File: config.mk
export PLATFORM = sky130hd
export DESIGN_NAME = prim_and2_blank_ctrl_flat
export DESIGN_NICKNAME = d
export VERILOG_FILES = /design/src/rtl/prim_and2_blank_ctrl_if.sv /design/src/rtl/prim_and2_blank_ctrl.sv /design/src/flat_wrapper.sv
export SDC_FILE = /design/constraint.sdc
export NUM_CORES = 1
export LEC_CHECK = 0
export BUFFER_PORTS_ARGS = -buffer_cell sky130_fd_sc_hd__buf_2
export CORE_MARGIN = 4
export CORE_UTILIZATION = 35
export DETAILED_ROUTE_END_ITERATION = 10
export PLACE_DENSITY_LB_ADDON = 0.15
export SLEW_MARGIN = 20
export SYNTH_ARGS = -nofsm -noshare
export SYNTH_HDL_FRONTEND = slang
export SYNTH_SLANG_ARGS = --single-unit
File: constraint.sdc
create_clock -name clk_i -period 3.3 [get_ports clk_i]
set_input_delay 0.165 -clock clk_i [delete_from_list [all_inputs] [get_ports clk_i]]
set_output_delay 0.165 -clock clk_i [all_outputs]
set_load 0.05 [all_outputs]
File: src/rtl/prim_and2_blank_ctrl_if.sv
// Bundle between the blanking controller and its requesters / the gated AND array.
// The slave modport is the controller; the master modport drives requests and watches grants.
interface prim_and2_blank_ctrl_if #(
  parameter int NumReq = 4,
  parameter int Width  = 32
);
  localparam int IdxW = (NumReq > 1) ? $clog2(NumReq) : 1;

  logic [NumReq-1:0] req_i;
  logic [NumReq-1:0] done_i;
  logic [NumReq-1:0] gnt_o;
  logic [Width-1:0]  blank_en_o;
  logic [IdxW-1:0]   owner_idx_o;
  logic              busy_o;
  logic              timeout_o;

  modport slave (
    input  req_i,
    input  done_i,
    output gnt_o,
    output blank_en_o,
    output owner_idx_o,
    output busy_o,
    output timeout_o
  );

  modport master (
    output req_i,
    output done_i,
    input  gnt_o,
    input  blank_en_o,
    input  owner_idx_o,
    input  busy_o,
    input  timeout_o
  );
endinterface

File: src/rtl/prim_and2_blank_ctrl.sv
// Round-robin owner of a shared AND-gated blanking datapath: arm cycle, forced zero gap, optional hold timeout.
// Latency: request in IDLE to enable open is 2 cycles; requesters wait by holding req_i until granted.
module prim_and2_blank_ctrl #(
  parameter int NumReq    = 4,
  parameter int Width     = 32,
  parameter int GapCycles = 2,
  parameter int MaxHold   = 64
) (
  input  logic                  clk_i,
  input  logic                  rst_ni,
  prim_and2_blank_ctrl_if.slave bus
);
  localparam int IdxW  = (NumReq > 1) ? $clog2(NumReq) : 1;
  localparam int HoldW = (MaxHold > 0) ? $clog2(MaxHold + 1) : 1;

  localparam logic [HoldW-1:0] HoldLast = HoldW'(MaxHold);
  localparam logic [7:0]       GapLast  = 8'(GapCycles);
  localparam logic [IdxW-1:0]  IdxLast  = IdxW'(NumReq - 1);

  typedef enum logic [1:0] {
    IDLE,
    ARM,
    ACTIVE,
    GAP
  } state_t;

  state_t            state_q, state_d;
  logic [NumReq-1:0] gnt_q, gnt_d;
  logic              blank_q, blank_d;
  logic [IdxW-1:0]   owner_q, owner_d;
  logic              busy_q, busy_d;
  logic              timeout_q, timeout_d;
  logic [IdxW-1:0]   ptr_q, ptr_d;
  logic [HoldW-1:0]  hold_q, hold_d;
  logic [7:0]        gap_q, gap_d;

  logic              win_vld;
  logic [IdxW-1:0]   win_idx;
  logic              owner_rel;
  logic              hold_expired;

  // Scan downwards so the closest set bit at or after the pointer is the last one written.
  always_comb begin
    win_vld = 1'b0;
    win_idx = '0;
    for (int i = NumReq - 1; i >= 0; i--) begin
      if (bus.req_i[(int'(ptr_q) + i) % NumReq]) begin
        win_vld = 1'b1;
        win_idx = IdxW'((int'(ptr_q) + i) % NumReq);
      end
    end
  end

  assign owner_rel    = bus.done_i[owner_q] | ~bus.req_i[owner_q];
  assign hold_expired = (MaxHold != 0) && (hold_q == HoldLast);

  always_comb begin
    state_d   = state_q;
    gnt_d     = gnt_q;
    blank_d   = 1'b0;
    owner_d   = owner_q;
    busy_d    = busy_q;
    timeout_d = 1'b0;
    ptr_d     = ptr_q;
    hold_d    = hold_q;
    gap_d     = gap_q;

    unique case (state_q)
      IDLE: begin
        if (win_vld) begin
          state_d = ARM;
          gnt_d   = {{(NumReq-1){1'b0}}, 1'b1} << win_idx;
          owner_d = win_idx;
          busy_d  = 1'b1;
        end
      end

      ARM: begin
        state_d = ACTIVE;
        blank_d = 1'b1;
        hold_d  = HoldW'(1);
      end

      ACTIVE: begin
        if (owner_rel || hold_expired) begin
          state_d   = GAP;
          gnt_d     = '0;
          gap_d     = 8'd1;
          ptr_d     = (owner_q == IdxLast) ? '0 : owner_q + IdxW'(1);
          // A release landing on the expiry cycle wins: no timeout reported.
          timeout_d = hold_expired && !owner_rel;
        end else begin
          blank_d = 1'b1;
          if (hold_q != '1) begin
            hold_d = hold_q + HoldW'(1);
          end
        end
      end

      GAP: begin
        if (gap_q == GapLast) begin
          if (win_vld) begin
            state_d = ARM;
            gnt_d   = {{(NumReq-1){1'b0}}, 1'b1} << win_idx;
            owner_d = win_idx;
          end else begin
            state_d = IDLE;
            busy_d  = 1'b0;
          end
        end else begin
          gap_d = gap_q + 8'd1;
        end
      end

      default: begin
        state_d = IDLE;
        gnt_d   = '0;
        busy_d  = 1'b0;
      end
    endcase
  end

  always_ff @(posedge clk_i or negedge rst_ni) begin
    if (!rst_ni) begin
      state_q   <= IDLE;
      gnt_q     <= '0;
      blank_q   <= 1'b0;
      owner_q   <= '0;
      busy_q    <= 1'b0;
      timeout_q <= 1'b0;
      ptr_q     <= '0;
      hold_q    <= '0;
      gap_q     <= '0;
    end else begin
      state_q   <= state_d;
      gnt_q     <= gnt_d;
      blank_q   <= blank_d;
      owner_q   <= owner_d;
      busy_q    <= busy_d;
      timeout_q <= timeout_d;
      ptr_q     <= ptr_d;
      hold_q    <= hold_d;
      gap_q     <= gap_d;
    end
  end

  assign bus.gnt_o       = gnt_q;
  assign bus.blank_en_o  = {Width{blank_q}};
  assign bus.owner_idx_o = owner_q;
  assign bus.busy_o      = busy_q;
  assign bus.timeout_o   = timeout_q;

  a_gnt_onehot0 : assert property (@(posedge clk_i) disable iff (!rst_ni)
    $onehot0(bus.gnt_o));
  a_blank_uniform : assert property (@(posedge clk_i) disable iff (!rst_ni)
    (bus.blank_en_o == '0) || (bus.blank_en_o == '1));
  a_blank_active : assert property (@(posedge clk_i) disable iff (!rst_ni)
    (bus.blank_en_o != '0) |-> (state_q == ACTIVE));
endmodule

File: src/flat_wrapper.sv
// flat-port wrapper written by rule: the top's interface ports become plain ports
module prim_and2_blank_ctrl_flat 
#(
  parameter int NumReq    = 4,
  parameter int Width     = 32,
  parameter int GapCycles = 2,
  parameter int MaxHold   = 64
)
  (clk_i, rst_ni, bus_req_i, bus_done_i, bus_gnt_o, bus_blank_en_o, bus_owner_idx_o, bus_busy_o, bus_timeout_o);
  prim_and2_blank_ctrl_if #(.NumReq(NumReq), .Width(Width)) bus_i ();
  input  logic clk_i;
  input  logic rst_ni;
  input wire logic [$bits(bus_i.req_i)-1:0] bus_req_i;
  input wire logic [$bits(bus_i.done_i)-1:0] bus_done_i;
  output wire logic [$bits(bus_i.gnt_o)-1:0] bus_gnt_o;
  output wire logic [$bits(bus_i.blank_en_o)-1:0] bus_blank_en_o;
  output wire logic [$bits(bus_i.owner_idx_o)-1:0] bus_owner_idx_o;
  output wire logic [$bits(bus_i.busy_o)-1:0] bus_busy_o;
  output wire logic [$bits(bus_i.timeout_o)-1:0] bus_timeout_o;
  assign bus_i.req_i = bus_req_i;
  assign bus_i.done_i = bus_done_i;
  assign bus_gnt_o = bus_i.gnt_o;
  assign bus_blank_en_o = bus_i.blank_en_o;
  assign bus_owner_idx_o = bus_i.owner_idx_o;
  assign bus_busy_o = bus_i.busy_o;
  assign bus_timeout_o = bus_i.timeout_o;
  prim_and2_blank_ctrl #(.NumReq(NumReq), .Width(Width), .GapCycles(GapCycles), .MaxHold(MaxHold)) u_core (.clk_i(clk_i), .rst_ni(rst_ni), .bus(bus_i));
endmodule
==> results.json <==
{
  "fin_nets": 239,
  "tns_ns": 0,
  "crit_path_max_fanout": 9,
  "stdcell_area_sq_mm": 0.00208,
  "synth_edf_count": 0,
  "holdPathStages": 4,
  "synth_nets": 218,
  "finalWirelength_um": 3860,
  "p_total_w": 0.00219,
  "r2r_cells": 7,
  "placed_cell_area_sq_mm": 0.00199,
  "min-delay-start": "bus_req_i[2]",
  "worstPathArrival_ns": 2.56,
  "min_path_type": "in2reg",
  "detail_route.iter0.violations": 45,
  "ys_types": 42,
  "fmax_mhz": 419,
  "tightest_slew_ns": 0.928,
  "synth.area.top_cells": "dfrtp_1, buf_4, ha_1",
  "die_y_um": 82.0,
  "clkPwrFrac": 0.125,
  "fillers": 547,
  "irDropWorstVdd_mv": 0.386,
  "dieWidth_um": 82.0,
  "cp-end-kind": "flop",
  "die_area_sq_mm": 0.00672,
  "dr_total_vias": 1455,
  "synth_warnings": 0,
  "postCtsSetupBuffers": 0,
  "synth-seq-cells": 28,
  "relSlewSlack": 0.375,
  "drtPass1Iterations": 4,
  "grt.total_usage": 0.127,
  "grt_pass1_wl_um": 6690,
  "switching_share": 0.543,
  "hold_viol": 0,
  "dp.final_hpwl_um": 2950,
  "cp-startpoint": "u_core.state_q[0]",
  "synth_top_cell_area_share": 0.366,
  "core-area_sq_mm": 0.00520,
  "yosys.area.top_type": "dfrtp_1",
  "cts_buffers": 3,
  "num_rows": 26,
  "yosysMostFrequentCell": "buf_4",
  "ios": 50,
  "path_class": "reg2reg",
  "setup_violations": 0,
  "port_buffers": 49,
  "switchingPower_w": 0.00119,
  "cp-start-kind": "flop",
  "synth.avg_cell_area_sq_um": 9.68,
  "synth_ff_type": "dfrtp_1",
  "path_clk_slew_ns": 0.10,
  "antenna_found_initial": 0,
  "h-tree-depth": 1,
  "rsz0062_at_grt": "false",
  "fin_cells": 288,
  "syn_to_final_growth_pct": 8.29,
  "grt_overflow": 0,
  "drive_above_1_share": 0.303,
  "antenna_left": 0,
  "gp_congestion": 0.816,
  "wire_per_inst_um": 13.4,
  "syn-instance-count": 198,
  "finClkSkew_ns": 0.00342,
  "cts_buffer_depth": 2,
  "p_seq_frac": 0.259,
  "timing.rr.start": "u_core.state_q[0]",
  "p_comb_frac": 0.616,
  "ys_top_cells_by_count": "buf_4, dfrtp_1, o21ai_0, inv_1, ha_1",
  "ys_async_sr_fraction": 1.00,
  "layout_min_cycle_time_ns": 2.38,
  "synth-seq-area-share": 0.366,
  "clock-sinks": 28,
  "status": "finished, final reports clean",
  "grt_max_degree": 33,
  "drv_cap": 0,
  "diodes": 0,
  "drv_slew": 0,
  "drc": 0,
  "leakagePower_nw": 1.01,
  "routed_via_density": 5.05,
  "grt_pass1_vias": 1348,
  "worst_ep_required_time_ns": 3.47,
  "finalCritPeriodShare": 0.723,
  "cts-root-buf": "clkbuf_8",
  "cts_tree": "yes",
  "p_per_area_mw_per_mm2": 1060,
  "synthesis.area_sq_mm": 0.00192,
  "start_util": 0.368,
  "p_int_w": 0.00100,
  "placed_cells_incl_taps": 283,
  "insertion_delay_ns": 0.28
}
per-layer routing:
layer  GRT usage  share of wire  vias up
li1            -              -      717
met1       0.183           0.48      690
met2       0.193           0.45       43
met3      0.0186          0.060        5
met4      0.0399          0.011        0
met5           0              0        -
critical path: stages (launching register included):
cell	delay [ns]
dfrtp_1	0.41
inv_1	0.15
ha_1	0.37
inv_1	0.18
a31o_2	0.31
nor2_2	0.32
nand3b_1	0.20
mux2_2	0.34
cell usage in the layout, fill, tap and decap left out, drive strengths merged, types with 5 or more instances in the layout:
cell   synthesis  routed
a21oi          7       7
buf           33      49
inv           11      11
ha            10      10
nor3b          5       5
nand3          5       5
nand2          9       9
nor2           9       9
o21ai         14      14
dfrtp         28      28
mux2           8       8
flip-flops by register name (all words and copies together) (netlist names):
| name | flops |
|---|---|
| u_core.gap_q | 8 |
| u_core.hold_q | 7 |
| u_core.bus.gnt_o | 4 |
| u_core.bus.owner_idx_o | 2 |
| u_core.ptr_q | 2 |
| u_core.state_q | 2 |
| u_core.blank_q | 1 |
| u_core.bus.busy_o | 1 |
| u_core.bus.timeout_o | 1 |
through the flow:
stage | hold WS (ns) | utilization | worst slack [ns]
after floorplan | -0.131 | - | 1.07
after global placement | 0.242 | 0.383 | 1.00
after CTS | 0.420 | 0.399 | 0.921
after detailed placement | 0.241 | 0.383 | 0.920
final | 0.435 | 0.399 | 0.916
after global routing | 0.439 | 0.399 | 0.718
final cells by class:
| cell class | instances | area, sq um | area share |
|---|---|---|---|
| Clock buffer | 3 | 41.3 | 0.0199 |
| Tap cell | 70 | 87.6 | 0.0422 |
| Sequential cell | 28 | 701 | 0.338 |
| Multi-Input combinational cell | 125 | 920 | 0.443 |
| Clock inverter | 1 | 30.0 | 0.0145 |
| Inverter | 11 | 41.3 | 0.0199 |
| Timing Repair Buffer | 50 | 255 | 0.123 |
worst paths after layout:
check	to	slack, ns
worst max-delay path	u_core.state_q[1]	0.92
worst min-delay path	u_core.state_q[0]	0.43
worst max register to register	u_core.state_q[1]	0.92
worst min register to register	u_core.bus.gnt_o[0]	0.51
max in group asynchronous	u_core.bus.owner_idx_o[0]	2.44
min in group asynchronous	u_core.hold_q[6]	0.44
what timing repair did:
action	4_1_cts	5_1_grt
hold buffers	1	0
gates resized for setup	0	0
endpoints found under the hold margin	28	0
power by group through the flow:
stage,Sequential (W),Clock [W],Combinational [W]
final,0.000567,0.000275,0.00135
after global routing,0.000592,0.000304,0.00148
after CTS,0.000568,0.000286,0.00137
after detailed placement,0.000575,0,0.00136
after global placement,0.000574,0,0.00136
after floorplan,0.000676,0,0.00111
cell families (layout without fill, tap and decap cells):
| family | after synthesis | after routing | synth area share |
|---|---|---|---|
| buf+inv | 45 | 65 | 0.155 |
| mux | 10 | 10 | 0.0640 |
| compound gates | 43 | 43 | 0.156 |
| simple gates | 57 | 57 | 0.172 |
| fa+ha+maj | 10 | 10 | 0.0653 |
| flops | 28 | 28 | 0.366 |
| xor+xnor | 5 | 5 | 0.0228 |
Power figures use the tool's default switching activity.
